==> src/rtl/csi2_pkg.sv <==
// Shared CSI-2 TX definitions: RAW10 packing constants,
// packer state encoding and the RAW10 data type code.
package csi2_pkg;

    localparam int GROUP_BYTES = 5;
    localparam int WORD_BYTES  = 8;
    localparam int BUF_BYTES   = 12;

    localparam logic [5:0] DT_RAW10 = 6'h2B;

    typedef enum logic {
        RUN   = 1'b0,
        FLUSH = 1'b1
    } pack_state_e;

endpackage

==> src/rtl/raw10_group_pack.sv <==
// RAW10 group formation: four 10-bit pixels become five bytes,
// MSBs first, the four LSB pairs collected in the fifth byte.
module raw10_group_pack
    import csi2_pkg::*;
(
    input  logic [9:0]               pix0_i,
    input  logic [9:0]               pix1_i,
    input  logic [9:0]               pix2_i,
    input  logic [9:0]               pix3_i,
    output logic [GROUP_BYTES*8-1:0] group_o
);

    assign group_o = {
        pix3_i[1:0], pix2_i[1:0], pix1_i[1:0], pix0_i[1:0],
        pix3_i[9:2],
        pix2_i[9:2],
        pix1_i[9:2],
        pix0_i[9:2]
    };

endmodule

==> src/rtl/csi2_raw10_packer.sv <==
// RAW10 pixel-group to 64-bit byte-word packer with per-line padding.
// Optional line length check: CSI2_RAW10_PACKER_LINE_CHECK_EN.
module csi2_raw10_packer
    import csi2_pkg::*;
#(
    parameter logic [7:0] PAD_BYTE = 8'h00
) (
    input  logic        byte_clk_i,
    input  logic        reset_n_i,
    input  logic [9:0]  pix0_i,
    input  logic [9:0]  pix1_i,
    input  logic [9:0]  pix2_i,
    input  logic [9:0]  pix3_i,
    input  logic        pix_valid_i,
    input  logic        line_end_i,
    output logic        pix_ready_o,
    output logic [63:0] byte_data_o,
    output logic        byte_data_en_o,
    input  logic        ld_pyld_i,
`ifdef CSI2_RAW10_PACKER_LINE_CHECK_EN
    input  logic [15:0] expected_wc_i,
    output logic        wc_err_o,
`endif
    output logic        line_done_o,
    output logic [15:0] line_bytes_o
);

    localparam int BUF_W  = BUF_BYTES * 8;
    localparam int WORD_W = WORD_BYTES * 8;
    localparam int GRP_W  = GROUP_BYTES * 8;

    pack_state_e      state_q, state_d;
    logic [BUF_W-1:0] buf_q, buf_d, buf_shift;
    logic [3:0]       fill_q, fill_d, fill_left;
    logic [GRP_W-1:0] group;
    logic [WORD_W-1:0] word_pad;
    logic [15:0]      cnt_q, cnt_next, line_bytes_q;
    logic             xfer, accept, last_xfer, flush_entry;
    logic             line_done_q;

    raw10_group_pack u_group_pack (
        .pix0_i  (pix0_i),
        .pix1_i  (pix1_i),
        .pix2_i  (pix2_i),
        .pix3_i  (pix3_i),
        .group_o (group)
    );

    assign byte_data_en_o = (fill_q >= 4'd8) ||
                            (state_q == FLUSH && fill_q != 4'd0);
    assign xfer   = byte_data_en_o & ld_pyld_i;
    assign pix_ready_o = reset_n_i & (state_q == RUN) &
                         ((fill_q <= 4'd7) | xfer);
    assign accept = pix_valid_i & pix_ready_o;

    // Remove the word leaving this cycle before appending new bytes.
    assign fill_left = !xfer ? fill_q :
                       (fill_q > 4'd8) ? fill_q - 4'd8 : 4'd0;
    assign buf_shift = xfer ? (buf_q >> WORD_W) : buf_q;
    assign cnt_next  = cnt_q + 16'(GROUP_BYTES);

    // Low word of the buffer with unfilled bytes forced to the pad value.
    always_comb begin
        word_pad = '0;
        for (int i = 0; i < WORD_BYTES; i++) begin
            word_pad[i*8 +: 8] = (4'(i) < fill_q) ?
                                 buf_q[i*8 +: 8] : PAD_BYTE;
        end
    end

    assign byte_data_o = byte_data_en_o ? word_pad : '0;

    // Next buffer contents, fill level and line state.
    always_comb begin
        buf_d       = buf_shift;
        fill_d      = fill_left;
        state_d     = state_q;
        last_xfer   = 1'b0;
        flush_entry = 1'b0;
        if (accept) begin
            buf_d  = buf_shift |
                     (BUF_W'(group) << {fill_left, 3'b000});
            fill_d = fill_left + 4'(GROUP_BYTES);
        end
        unique case (state_q)
            RUN: begin
                if (accept && line_end_i) begin
                    state_d     = FLUSH;
                    flush_entry = 1'b1;
                end
            end
            FLUSH: begin
                if (xfer && fill_left == 4'd0) begin
                    state_d   = RUN;
                    last_xfer = 1'b1;
                end
            end
        endcase
    end

    // Buffer, fill level and state registers.
    always_ff @(posedge byte_clk_i or negedge reset_n_i) begin
        if (!reset_n_i) begin
            state_q <= RUN;
            buf_q   <= '0;
            fill_q  <= '0;
        end else begin
            state_q <= state_d;
            buf_q   <= buf_d;
            fill_q  <= fill_d;
        end
    end

    // Line byte counter, latched length and end-of-line pulse.
    always_ff @(posedge byte_clk_i or negedge reset_n_i) begin
        if (!reset_n_i) begin
            cnt_q        <= '0;
            line_bytes_q <= '0;
            line_done_q  <= 1'b0;
        end else begin
            line_done_q <= last_xfer;
            if (flush_entry) begin
                line_bytes_q <= cnt_next;
                cnt_q        <= '0;
            end else if (accept) begin
                cnt_q <= cnt_next;
            end
        end
    end

    assign line_done_o  = line_done_q;
    assign line_bytes_o = line_bytes_q;

`ifdef CSI2_RAW10_PACKER_LINE_CHECK_EN
    logic wc_err_q;

    // Sticky flag for a line length differing from the expected count.
    always_ff @(posedge byte_clk_i or negedge reset_n_i) begin
        if (!reset_n_i) begin
            wc_err_q <= 1'b0;
        end else if (flush_entry && cnt_next != expected_wc_i) begin
            wc_err_q <= 1'b1;
        end
    end

    assign wc_err_o = wc_err_q;
`endif

endmodule
==> config.mk <==
export PLATFORM = sky130hd
export DESIGN_NAME = csi2_raw10_packer
export DESIGN_NICKNAME = d
export VERILOG_FILES = /design/src/rtl/csi2_pkg.sv /design/src/rtl/raw10_group_pack.sv /design/src/rtl/csi2_raw10_packer.sv
export SDC_FILE = /design/constraint.sdc
export NUM_CORES = 1
export LEC_CHECK = 0
export ABC_AREA = 1
export BUFFER_PORTS_ARGS = -buffer_cell sky130_fd_sc_hd__buf_2
export CAP_MARGIN = 20
export CORE_ASPECT_RATIO = 0.75
export CORE_UTILIZATION = 58
export CTS_BUF_LIST = sky130_fd_sc_hd__clkbuf_4
export DETAILED_ROUTE_END_ITERATION = 7
export PLACE_DENSITY = 0.82
export RECOVER_POWER = 25
export SLEW_MARGIN = 10
export SYNTH_ARGS = -nofsm -noshare
export SYNTH_HDL_FRONTEND = slang
export SYNTH_SLANG_ARGS = --single-unit
==> constraint.sdc <==
create_clock -name byte_clk_i -period 2.3 [get_ports byte_clk_i]
set_input_delay 0.575 -clock byte_clk_i [delete_from_list [all_inputs] [get_ports byte_clk_i]]
set_output_delay 0.575 -clock byte_clk_i [all_outputs]
set_load 0.005 [all_outputs]
==> results.cfg <==
[critical_path]
crit_type = register to output port
path_buf_inv = 2
path_cells = nor2_4 > nand2_4 > nand2_8 > buf_8 > nor3_2 > buf_2
cp_top_family = simple AND/OR/NAND/NOR gates
crit_path_start_kind = register
worstPathArrival_ns = 1.83
cp.required_ns = 1.73
crit_slowest_cell = dfrtp_2
critPathMaxStageDelay_ns = 0.48
cp-end-kind = output port
crit_fanout = 8

[timing]
max_freq_ghz = 0.4159
finalMaxSlewViolations = 135
setup_viol = 48
hold_slack_ns = 0.3427
rsz0062_at_grt = yes
finalHoldViolations = 0
worst_slack_ns = -0.1045
fin_crit_ns = 2.405
slew_headroom_pct = -22.05
post-route-period-util_pct = 104.5
worst_pin_slew_ns = 1.831
setup_tns_ns = -3.730
fin_skew_ns = 0.02317

[routing]
antenna_left = 0
first_pass_iters = 6
vias = 7958
vias_per_cell = 5.830
drc = 0
wl_um = 24380
drt_iter0_markers = 1073
wl_per_cell_um = 17.86

[place]
gp_congestion = 0.9824
dp_hpwl_um = 16770
dp.cells = 1319
numPortBuffers = 127

[die]
core_mm2 = 0.01248
dieWidth_um = 133.6
die_area_mm2 = 0.01345
die_height_um = 100.7
initial_core_util_pct = 60.33
rows = 35
ios = 128

[global_routing]
antenna_found_initial = 0
grt_pass1_vias = 6972
overflow = 0
grt.total_usage_pct = 37.04
grt_pass1_wl_um = 37710
grt_max_degree = 135

[final_layout]
drive_gt1_share_pct = 22.52
multiInputGateArea_mm2 = 0.003779
regArea_mm2 = 0.003359
nNetsFinal = 1233
final_common_cell = nand2_1
n_antenna_cell = 0
final_cells = 1365
fill_cells = 987
final_core_util_pct = 73.12
area_growth_syn_to_layout_pct = 21.20
final_cell_mix = nand2_1 (366), nand3_1 (167), dfrtp_1 (129)

[synthesis]
syn_inst = 1055
syn-num-nets = 1102
syn_area_per_cell_um2 = 7.137
seq_area_frac_synth_pct = 44.53
syn_area_mm2 = 0.007530
synth_cell_type_count = 31
synth-seq-cells = 134
ys.warnings.count = 0

[clock_tree]
holdBufCountCts = 0
clkSinkCount = 134
clock_path_buffers = 2
cts_buffers = 17
htree_levels = 4
clkTransAtPathRegs_ns = 0.12
clkLatencyLatePin_ns = 0.56
clock-root-buffer = clkbuf_4
cts_tree = built

[min_path]
hp-class = input port to register

[job]
max_cap_viol_count = 1

[outcome]
status = complete, but fails checks
violations = max-capacitance violations, max-slew violations, negative setup slack

[power]
peakVddDrop_v = 0.0007459
p_leak_nw = 4.867
power_density_mw_per_mm2 = 1222
total_power_w = 0.01116
-- cells in the mapped netlist --
library cell	instances	area (µm²)
buf_1	3	11.26
nor2_2	3	18.77
o221ai_1	8	70.07
nand4_4	1	21.27
a22o_1	1	8.760
o21ai_1	16	80.08
nor3_1	14	70.07
dfrtp_1	134	3353
o21ai_0	26	130.1
ha_1	2	25.02
buf_6	4	45.04
inv_2	5	18.77
buf_2	30	150.1
inv_4	1	6.260
clkinv_2	1	5.000
nand2_1	380	1426
a21oi_1	18	90.09
nand3_1	168	840.8
a31oi_4	1	21.27
nand2_2	4	25.02
xor2_1	14	122.6
xnor2_1	1	8.760
nand4_1	19	118.9
buf_4	3	22.52
o211ai_1	9	67.56
nand2_4	3	33.78
inv_1	87	326.6
clkbuf_1	20	75.07
nand3b_1	8	60.06
o22ai_1	4	25.02
nor2_1	67	251.5
-- final cells by class --
type,instances,area share (%)
multi-input combinational,767,41.40
sequential,134,36.81
timing repair buffer,172,12.49
inverter,94,4.044
tap,166,2.276
clock inverter,15,1.577
clock buffer,17,1.398
-- per-layer routing --
metal  share of wire, %  vias up  track usage, %
met5                  0        -               0
met4                3.7        0           14.34
met3                 12       87           8.195
met2                 42      541           51.96
met1                 43     3668           55.61
li1                   -     3662               -
-- kinds of logic (layout without fill, tap and decap cells) --
logic type               after synthesis  in the layout  synth area share [%]
AO/OA/AOI/OAI                         83             83                 6.547
XOR/XNOR                              15             15                 1.745
flip-flops                           134            134                 44.53
adder cells (fa/ha/maj)                2              2                0.3323
AND/OR/NAND/NOR                      667            667                 38.07
buffers and inverters                154            298                 8.773
-- registers in the layout (all words and copies together), names as in the netlist --
name and cells:
cnt_q 16, buf_q 96, line_bytes_o 16, fill_q 4
line_done_o 1, state_q 1
-- timing repair --
| item | 4_1_cts | 5_1_grt |
|---|---|---|
| endpoints found under the setup margin | 50 | 55 |
| setup buffers | 9 | 4 |
| resized for setup | 46 | 48 |
| pin swaps | 19 | 7 |
| cloned | 0 | 1 |
-- final timing paths --
| check | cells after the start | start | slack (ns) | endpoint |
|---|---|---|---|---|
| worst min register to register | 2 | line_bytes_o[8] | 0.49 | line_bytes_o[8] |
| min in group asynchronous | 2 | reset_n_i | 0.61 | line_bytes_o[12] |
| worst min-delay path | 3 | pix0_i[1] | 0.34 | buf_q[89] |
| worst max register to register | 11 | fill_q[0] | 0.06 | buf_q[61] |
| max in group asynchronous | 2 | reset_n_i | 0.40 | fill_q[2] |
| worst max-delay path | 6 | fill_q[0] | -0.10 | byte_data_o[13] |
-- power breakdown --
part	internal [W]	switching [W]	leakage, nW
Clock	0.000561	0.00102	0.137
Sequential	0.00312	0.000474	1.78
Combinational	0.00210	0.00389	2.95
-- worst min-delay path: cells and delay by family --
kind,cells,cell delay [ns]
buffers and inverters,1,0.13
AND/OR/NAND/NOR,1,0.10
AO/OA/AOI/OAI,1,0.06
-- through the flow --
step | cell area (µm²) | worst slack [ns]
after detailed placement | 8396 | 0.2501
after global routing | 9126 | -0.1398
after CTS | 8921 | -0.04727
final | 9126 | -0.1045
after global placement | 8396 | 0.3137
after floorplan | 7530 | 0.2952
Note: power is estimated with default switching activity, not from simulation.
